File: config.mk
export PLATFORM = sky130hd
export DESIGN_NAME = solver_stage_sequencer
export DESIGN_NICKNAME = d
export VERILOG_FILES = /design/src/rtl/solver_stage_sequencer.sv
export SDC_FILE = /design/constraint.sdc
export NUM_CORES = 1
export LEC_CHECK = 0
export BUFFER_PORTS_ARGS = -buffer_cell sky130_fd_sc_hd__clkbuf_2
export CORE_UTILIZATION = 50
export CTS_BUF_LIST = sky130_fd_sc_hd__clkbuf_8
export DETAILED_ROUTE_END_ITERATION = 10
export PLACE_DENSITY = 0.78
export SKIP_CTS_REPAIR_TIMING = 1
export SYNTH_ARGS = -nofsm -noshare
export SYNTH_HDL_FRONTEND = slang
export SYNTH_SLANG_ARGS = --single-unit
File: constraint.sdc
create_clock -name clk -period 2.8 [get_ports clk]
set_clock_uncertainty 0.15 [all_clocks]
set_input_delay 0.56 -clock clk [delete_from_list [all_inputs] [get_ports clk]]
set_output_delay 0.56 -clock clk [all_outputs]
set_load 0.01 [all_outputs]
File: src/rtl/solver_stage_sequencer.sv
// rtl/solver_stage_sequencer.sv - fixed-order reset/start/end sequencer for solver stage controllers
// Optional watchdog: define SOLVER_STAGE_WATCHDOG_EN.
module solver_stage_sequencer #(
    parameter int NUM_STAGES     = 5,
    parameter int STAGE_W        = 3,
    parameter int CYC_W          = 24,
    parameter int TIMEOUT_CYCLES = 65535,
    parameter int TMO_W          = 16
) (
    input  logic                  clk,
    input  logic                  program_reset,
    input  logic                  run,
    input  logic                  abort,
    input  logic [NUM_STAGES-1:0] stage_mask,
    input  logic [NUM_STAGES-1:0] end_process,
    output logic [NUM_STAGES-1:0] stage_reset,
    output logic [NUM_STAGES-1:0] start_process,
    output logic [STAGE_W-1:0]    current_stage,
    output logic                  busy,
    output logic                  all_done,
    output logic [CYC_W-1:0]      total_cycles,
    output logic                  error,
    output logic [STAGE_W-1:0]    error_stage
);

    typedef enum logic [2:0] {
        S_IDLE,
        S_SELECT,
        S_RESET_STAGE,
        S_RUN_STAGE,
        S_DONE,
        S_ERROR
    } state_t;

    state_t                state_q, state_d;
    logic [STAGE_W-1:0]    stage_q, stage_d;
    logic [CYC_W-1:0]      cyc_q;
    logic                  clear_cyc;
    logic                  timeout;
    logic [NUM_STAGES-1:0] stage_onehot;
    logic                  cur_enabled;
    logic                  cur_end;

    // Zero once current_stage has walked past the last stage, so mask/end lookups never go out of range.
    assign stage_onehot = NUM_STAGES'(1) << stage_q;
    assign cur_enabled  = |(stage_mask & stage_onehot);
    assign cur_end      = |(end_process & stage_onehot);

`ifdef SOLVER_STAGE_WATCHDOG_EN
    logic [TMO_W-1:0]   wdog_q;
    logic [STAGE_W-1:0] err_stage_q;

    assign timeout     = (wdog_q == TMO_W'(TIMEOUT_CYCLES - 1));
    assign error       = (state_q == S_ERROR);
    assign error_stage = err_stage_q;

    always_ff @(posedge clk) begin
        if (program_reset) begin
            wdog_q      <= '0;
            err_stage_q <= '0;
        end else begin
            if (state_q == S_RESET_STAGE)
                wdog_q <= '0;
            else if (state_q == S_RUN_STAGE)
                wdog_q <= wdog_q + TMO_W'(1);
            if (state_q == S_RUN_STAGE && state_d == S_ERROR)
                err_stage_q <= stage_q;
        end
    end
`else
    logic unused_wdog_cfg;

    assign unused_wdog_cfg = ^{TIMEOUT_CYCLES, TMO_W};
    assign timeout         = 1'b0;
    assign error           = 1'b0;
    assign error_stage     = '0;
`endif

    always_comb begin
        state_d       = state_q;
        stage_d       = stage_q;
        stage_reset   = '0;
        start_process = '0;
        clear_cyc     = 1'b0;
        case (state_q)
            S_IDLE, S_DONE, S_ERROR: begin
                if (run) begin
                    state_d   = S_SELECT;
                    stage_d   = '0;
                    clear_cyc = 1'b1;
                end
            end
            S_SELECT: begin
                if (abort)
                    state_d = S_IDLE;
                else if (stage_q == STAGE_W'(NUM_STAGES))
                    state_d = S_DONE;
                else if (!cur_enabled)
                    stage_d = stage_q + STAGE_W'(1);
                else
                    state_d = S_RESET_STAGE;
            end
            S_RESET_STAGE: begin
                stage_reset = stage_onehot;
                state_d     = abort ? S_IDLE : S_RUN_STAGE;
            end
            S_RUN_STAGE: begin
                start_process = stage_onehot;
                // Abort beats completion, and completion beats a coincident timeout.
                if (abort) begin
                    state_d     = S_IDLE;
                    stage_reset = stage_onehot;
                end else if (cur_end) begin
                    state_d = S_SELECT;
                    stage_d = stage_q + STAGE_W'(1);
                end else if (timeout) begin
                    state_d     = S_ERROR;
                    stage_reset = stage_onehot;
                end
            end
            default: state_d = S_IDLE;
        endcase
    end

    always_ff @(posedge clk) begin
        if (program_reset) begin
            state_q <= S_IDLE;
            stage_q <= '0;
            cyc_q   <= '0;
        end else begin
            state_q <= state_d;
            stage_q <= stage_d;
            if (clear_cyc)
                cyc_q <= '0;
            else if (busy && !(&cyc_q))
                cyc_q <= cyc_q + CYC_W'(1);
        end
    end

    assign busy          = (state_q == S_SELECT) || (state_q == S_RESET_STAGE) || (state_q == S_RUN_STAGE);
    assign all_done      = (state_q == S_DONE);
    assign current_stage = stage_q;
    assign total_cycles  = cyc_q;

endmodule

==> results of run 1 <==
-- critical path, stage by stage (launching register included) --
cell and delay, ps:
dfxtp_1 530, inv_1 170, ha_1 260, nand2_1 100, nor2_1 50, clkbuf_2 130
-- power by group through the flow --
stage               clock [µW]  sequential [µW]  combinational [µW]
floorplan                    0              459                 100
global placement             0              459                 138
detailed placement           0              460                 139
CTS                        316              450                 140
global route               334              452                 156
finish                     313              450                 140
-- cells in the final DEF (no fill, tap or decap), types with 2 or more instances in the layout --
cell type / netlist / layout
a211oi_1: 4 / 4
dfxtp_1: 30 / 30
and3_1: 7 / 7
nor3_1: 8 / 8
ha_1: 6 / 6
a31oi_1: 4 / 4
nand4_1: 8 / 8
inv_1: 11 / 13
and2_1: 6 / 6
clkbuf_8: 0 / 5
nand2_1: 20 / 20
xnor2_1: 11 / 11
o31ai_1: 7 / 7
and4_1: 6 / 6
nand2b_1: 2 / 2
o21ai_0: 6 / 6
nand3_1: 13 / 13
a21oi_1: 13 / 13
clkbuf_2: 0 / 52
conb_1: 1 / 4
nor2_1: 25 / 25
o21ai_1: 4 / 4
or3_1: 6 / 6
nor4_1: 4 / 4
or4_1: 2 / 2
-- final timing paths --
check | start | endpoint | slack [ps]
worst max-delay path | current_stage[2] | stage_reset[3] | 570
worst max register to register | current_stage[2] | current_stage[0] | 570
worst min-delay path | total_cycles[1] | total_cycles[1] | 360
worst min register to register | total_cycles[1] | total_cycles[1] | 360
-- metrics by stage --
step                      hold slack, ps  instance area (µm²)  cells
final                                361                 2200    333
after global routing                 401                 2200    333
after global placement               343                 2120    326
after floorplan                      366                 1880    242
after CTS                            363                 2200    333
after detailed placement             354                 2120    326
-- cell usage after synthesis, types with 2 or more instances --
library cell   n
dfxtp_1       30
nor2_1        25
nand2_1       20
a21oi_1       13
nand3_1       13
inv_1         11
xnor2_1       11
clkbuf_1       9
nand4_1        8
nor3_1         8
and3_1         7
o31ai_1        7
and2_1         6
and4_1         6
ha_1           6
o21ai_0        6
or3_1          6
a211oi_1       4
a31oi_1        4
buf_4          4
nor4_1         4
o21ai_1        4
nand2b_1       2
or4_1          2
-- layer usage --
layer | share of wire, % | GRT usage, % | up-vias
met5 | 0 | 0 | -
met4 | 1.5 | 9.59 | 0
met3 | 4.3 | 4.35 | 7
met2 | 44 | 32.5 | 51
met1 | 50 | 30.0 | 852
li1 | - | - | 959
-- flip-flops by register name (all words and copies together) (netlist names) --
| register | cells |
|---|---|
| state_q | 3 |
| total_cycles | 24 |
| current_stage | 3 |
-- kinds of logic after synthesis --
| kind of cell | Yosys count | share of synthesized area (%) |
|---|---|---|
| simple gates | 112 | 31.7 |
| compound gates | 51 | 19.2 |
| flops | 30 | 32.2 |
| buf+inv | 26 | 6.50 |
| xor+xnor | 12 | 5.63 |
| fa+ha+maj | 6 | 4.02 |
| other cells | 1 | 0.201 |
| mux | 1 | 0.536 |
-- area by class of cell --
cell class	instances	share of cell area, %
clock inverter	2	0.341
clock buffer	5	3.13
timing repair buffer	53	12.2
tap	46	2.62
sequential	30	27.3
multi-input combinational	186	52.6
inverter	11	1.88
==> impl_metrics.py, run 1 <==
metrics = {
    "status": {
        "status": "complete, no violations",
    },
    "timing": {
        "finalSetupTns_ps": 0,
        "fin_ws_ps": 570,
        "tightest_slew_ps": 570,
        "report.final.slew_viol_count": 0,
        "slew_headroom_pct": 61.8,
        "min_period_over_period_pct": 79.6,
        "min_period_ps": 2230,
        "hold_violations": 0,
        "setup_viol_count_final": 0,
        "max_freq_mhz": 449,
        "rsz0062_at_grt": "false",
    },
    "layout": {
        "area_growth_syn_to_layout_pct": 17.8,
        "multiInputGateArea_um2": 1160,
        "filler_cell_count": 334,
        "final_nets": 307,
        "regArea_um2": 601,
        "final_util_pct": 63.4,
        "num_antenna_cells": 0,
        "final_layout_size_suffix_gt1_share_pct": 21.6,
    },
    "die": {
        "num_io_pins": 57,
        "die_x_um": 63.1,
        "initial_core_util_pct": 53.8,
        "coreArea_um2": 3470,
        "rows": 21,
        "die_area_um2": 3980,
        "chipHeight_um": 63.1,
    },
    "clock_network": {
        "clockBufferDepth": 2,
        "root_buffer": "clkbuf_8",
        "clock_sinks": 30,
        "cts_tree": "done",
        "ctsHtreeMaxLevel": 2,
        "insertion_delay_ps": 280,
        "path_clk_slew_ps": 60,
        "cts_made_buffers": 5,
    },
    "min_path": {
        "hold_class": "reg2reg",
        "min_path_cells": 2,
    },
    "critical_path": {
        "cp-start-kind": "flop",
        "ff2ff_path_depth": 6,
        "cp.required_ps": 2090,
        "end_kind": "output port",
        "crit_fanout": 12,
        "crit_type": "reg2out",
        "arrival_ps": 1520,
    },
    "logic_synthesis": {
        "ys_warn_count": 0,
        "yosysSeqAreaShare_pct": 32.2,
        "async_flop_share_pct": 0,
        "ys_ff_latch": 30,
        "synth_top_area_share_pct": 32.2,
        "synth_edf_count": 0,
        "ys.flop_type": "dfxtp_1",
        "synthTopCellsByArea": "dfxtp_1, xnor2_1, nor2_1",
        "syn-instance-count": 239,
        "synth_top_cell_by_area": "dfxtp_1",
        "syn-mean-instance-area_um2": 7.81,
        "syn_area_um2": 1870,
        "synth_cell_types": 47,
    },
    "power_and_ir_drop": {
        "total_power_uw": 903,
        "seq_power_share_pct": 49.9,
        "combPwrFrac_pct": 15.4,
        "clockPowerShare_pct": 34.7,
        "p_sw_uw": 254,
        "netSwitchingFraction_pct": 28.2,
        "peakVddDrop_v": 0.000253,
        "p_leak_uw": 0.000876,
        "p_int_uw": 649,
        "power_density_nw_per_um2": 411,
    },
    "global_routing": {
        "antenna_found_initial": 0,
        "grt_pass1_wl_um": 6910,
        "grt_use_total_pct": 21.8,
        "grt_pass1_vias": 1538,
        "grt_overflow": 0,
        "grt_max_degree": 23,
    },
    "detailed_routing": {
        "firstDrtPassIters": 4,
        "routedWlPerCell_um": 12.6,
        "drt_iter0_drc": 161,
        "wl_um": 4200,
        "viasPerCell": 5.61,
        "ant_nets": 0,
        "post-route-drc-count": 0,
        "vias": 1869,
    },
    "placed_design": {
        "dp_slack_ps": 617,
        "place.gp.congestion": 0.880,
        "io_buffer_count": 52,
        "hpwl_um": 3130,
    },
    "run": {
        "drv_cap": 0,
    },
}
No activity file was read; power rests on OpenSTA's default activity.
==> run 2, diff against run 1 <==
- CORE_UTILIZATION: 50 -> 48
- clock period: 2.8 -> 2 ns (I/O delays scaled with it)
==> impl_metrics.py, run 2 (synthesis results as in run 1) <==
metrics = {
    "detailed_routing": {
        "wl_um": 5280,
        "drt_iter0_drc": 156,
        "viasPerCell": 5.58,
        "post-route-drc-count": 0,
        "routedWlPerCell_um": 14.2,
        "firstDrtPassIters": 4,
        "ant_nets": 0,
        "vias": 2071,
    },
    "timing": {
        "rsz0062_at_grt": "true",
        "tightest_slew_ps": 505,
        "finalSetupTns_ps": -135,
        "slew_headroom_pct": 66.1,
        "report.final.slew_viol_count": 0,
        "fin_ws_ps": -58.4,
        "max_freq_mhz": 486,
        "hold_violations": 0,
        "min_period_over_period_pct": 103,
        "setup_viol_count_final": 4,
        "min_period_ps": 2060,
    },
    "die": {
        "num_io_pins": 57,
        "initial_core_util_pct": 50.6,
        "rows": 22,
        "chipHeight_um": 64.4,
        "die_x_um": 64.4,
        "die_area_um2": 4140,
        "coreArea_um2": 3690,
    },
    "critical_path": {
        "critPathSlowestCell": "o31ai_1",
        "worstPathCellList": "ha_1 > ha_2 > a32o_1 > o31ai_1 > buf_4 > nand3_1 > o31ai_1",
        "crit_fanout": 5,
        "crit_top_cell": "o31ai_1",
        "cp.required_ps": 2040,
        "end_kind": "flop",
        "arrival_ps": 2100,
        "cp-start-kind": "flop",
        "slowest_delay_ps": 440,
        "crit_type": "reg2reg",
    },
    "placed_design": {
        "io_buffer_count": 52,
        "place.gp.congestion": 0.906,
        "hpwl_um": 3560,
        "dp_slack_ps": -97.8,
    },
    "layout": {
        "largest_reg_flops": 24,
        "area_growth_syn_to_layout_pct": 42.8,
        "layout_commonest_cell": "clkbuf_2",
        "mostFrequentLayoutCells": "clkbuf_2, buf_4, nor2_1, dfxtp_1, nand2_1",
        "filler_cell_count": 289,
        "final_nets": 342,
        "final_layout_size_suffix_gt1_share_pct": 39.3,
        "num_antenna_cells": 0,
    },
    "clock_network": {
        "cts_tree": "done",
        "clockBufferDepth": 2,
        "ctsHtreeMaxLevel": 2,
        "path_clk_slew_ps": 70,
        "root_buffer": "clkbuf_8",
        "cts_made_buffers": 5,
        "clock_sinks": 30,
        "insertion_delay_ps": 290,
    },
    "global_routing": {
        "grt_max_degree": 23,
        "grt_pass1_vias": 1847,
        "grt_pass1_wl_um": 8110,
        "antenna_found_initial": 0,
        "grt_overflow": 0,
        "grt_use_total_pct": 25.4,
    },
    "status": {
        "violations": "setup timing",
        "status": "finished, violations left",
    },
    "power_and_ir_drop": {
        "peakVddDrop_v": 0.000623,
        "seq_power_share_pct": 37.3,
        "power_density_nw_per_um2": 631,
        "clockPowerShare_pct": 46.2,
        "netSwitchingFraction_pct": 25.2,
        "combPwrFrac_pct": 16.6,
        "p_leak_uw": 0.00110,
        "p_sw_uw": 423,
        "p_int_uw": 1260,
    },
    "min_path": {
        "hold_class": "in2reg",
    },
    "run": {
        "drv_cap": 0,
    },
}
[run 2: stage by stage]
step	hold slack, ps	cell area [µm²]	power [µW]	std cells	utilization, %
6_report	298	2670	1680	371	72.3
3_5_place_dp	376	2370	870	360	64.2
5_1_grt	311	2670	1740	371	72.3
3_3_place_gp	359	2370	864	360	64.2
4_1_cts	302	2510	1640	368	68.0
2_1_floorplan	366	1880	782	242	-
[run 2: area by class of cell]
cell class | count | area, µm² | share of cell area [%]
tap | 48 | 60.1 | 2.25
inverter | 11 | 41.3 | 1.55
multi-input combinational | 186 | 1270 | 47.7
timing repair buffer | 88 | 534 | 20.0
sequential | 30 | 617 | 23.1
clock buffer | 6 | 82.6 | 3.10
clock inverter | 2 | 60.1 | 2.25
[run 2: power groups by stage]
stage          clock, µW  combinational (µW)  sequential, µW
3_5_place_dp           0                 236             635
6_report             776                 279             627
2_1_floorplan          0                 140             642
3_3_place_gp           0                 231             632
4_1_cts              784                 238             622
5_1_grt              808                 303             628
[run 2: path summary, 6_finish.rpt]
kind                       to  cells past startpoint              from  slack [ps]
min                state_q[1]                      2     program_reset         300
max          current_stage[0]                      7  current_stage[0]         -60
min reg2reg   total_cycles[5]                      2   total_cycles[5]         370
max reg2reg  current_stage[0]                      7  current_stage[0]         -60
[run 2: routing by layer]
layer | global-route usage, % | vias to the layer above | share of wire [%]
li1 | - | 1034 | -
met1 | 30.5 | 970 | 46
met2 | 42.2 | 59 | 47
met3 | 5.71 | 8 | 4.9
met4 | 12.2 | 0 | 1.5
met5 | 0 | - | 0
[run 2: critical path: cells and delay by family, from the launching register on]
kind | cells | cell delay [ps]
AO/OA/AOI/OAI | 3 | 750
adder cells (fa/ha/maj) | 2 | 400
flip-flops | 1 | 370
buffers and inverters | 1 | 210
AND/OR/NAND/NOR | 1 | 70
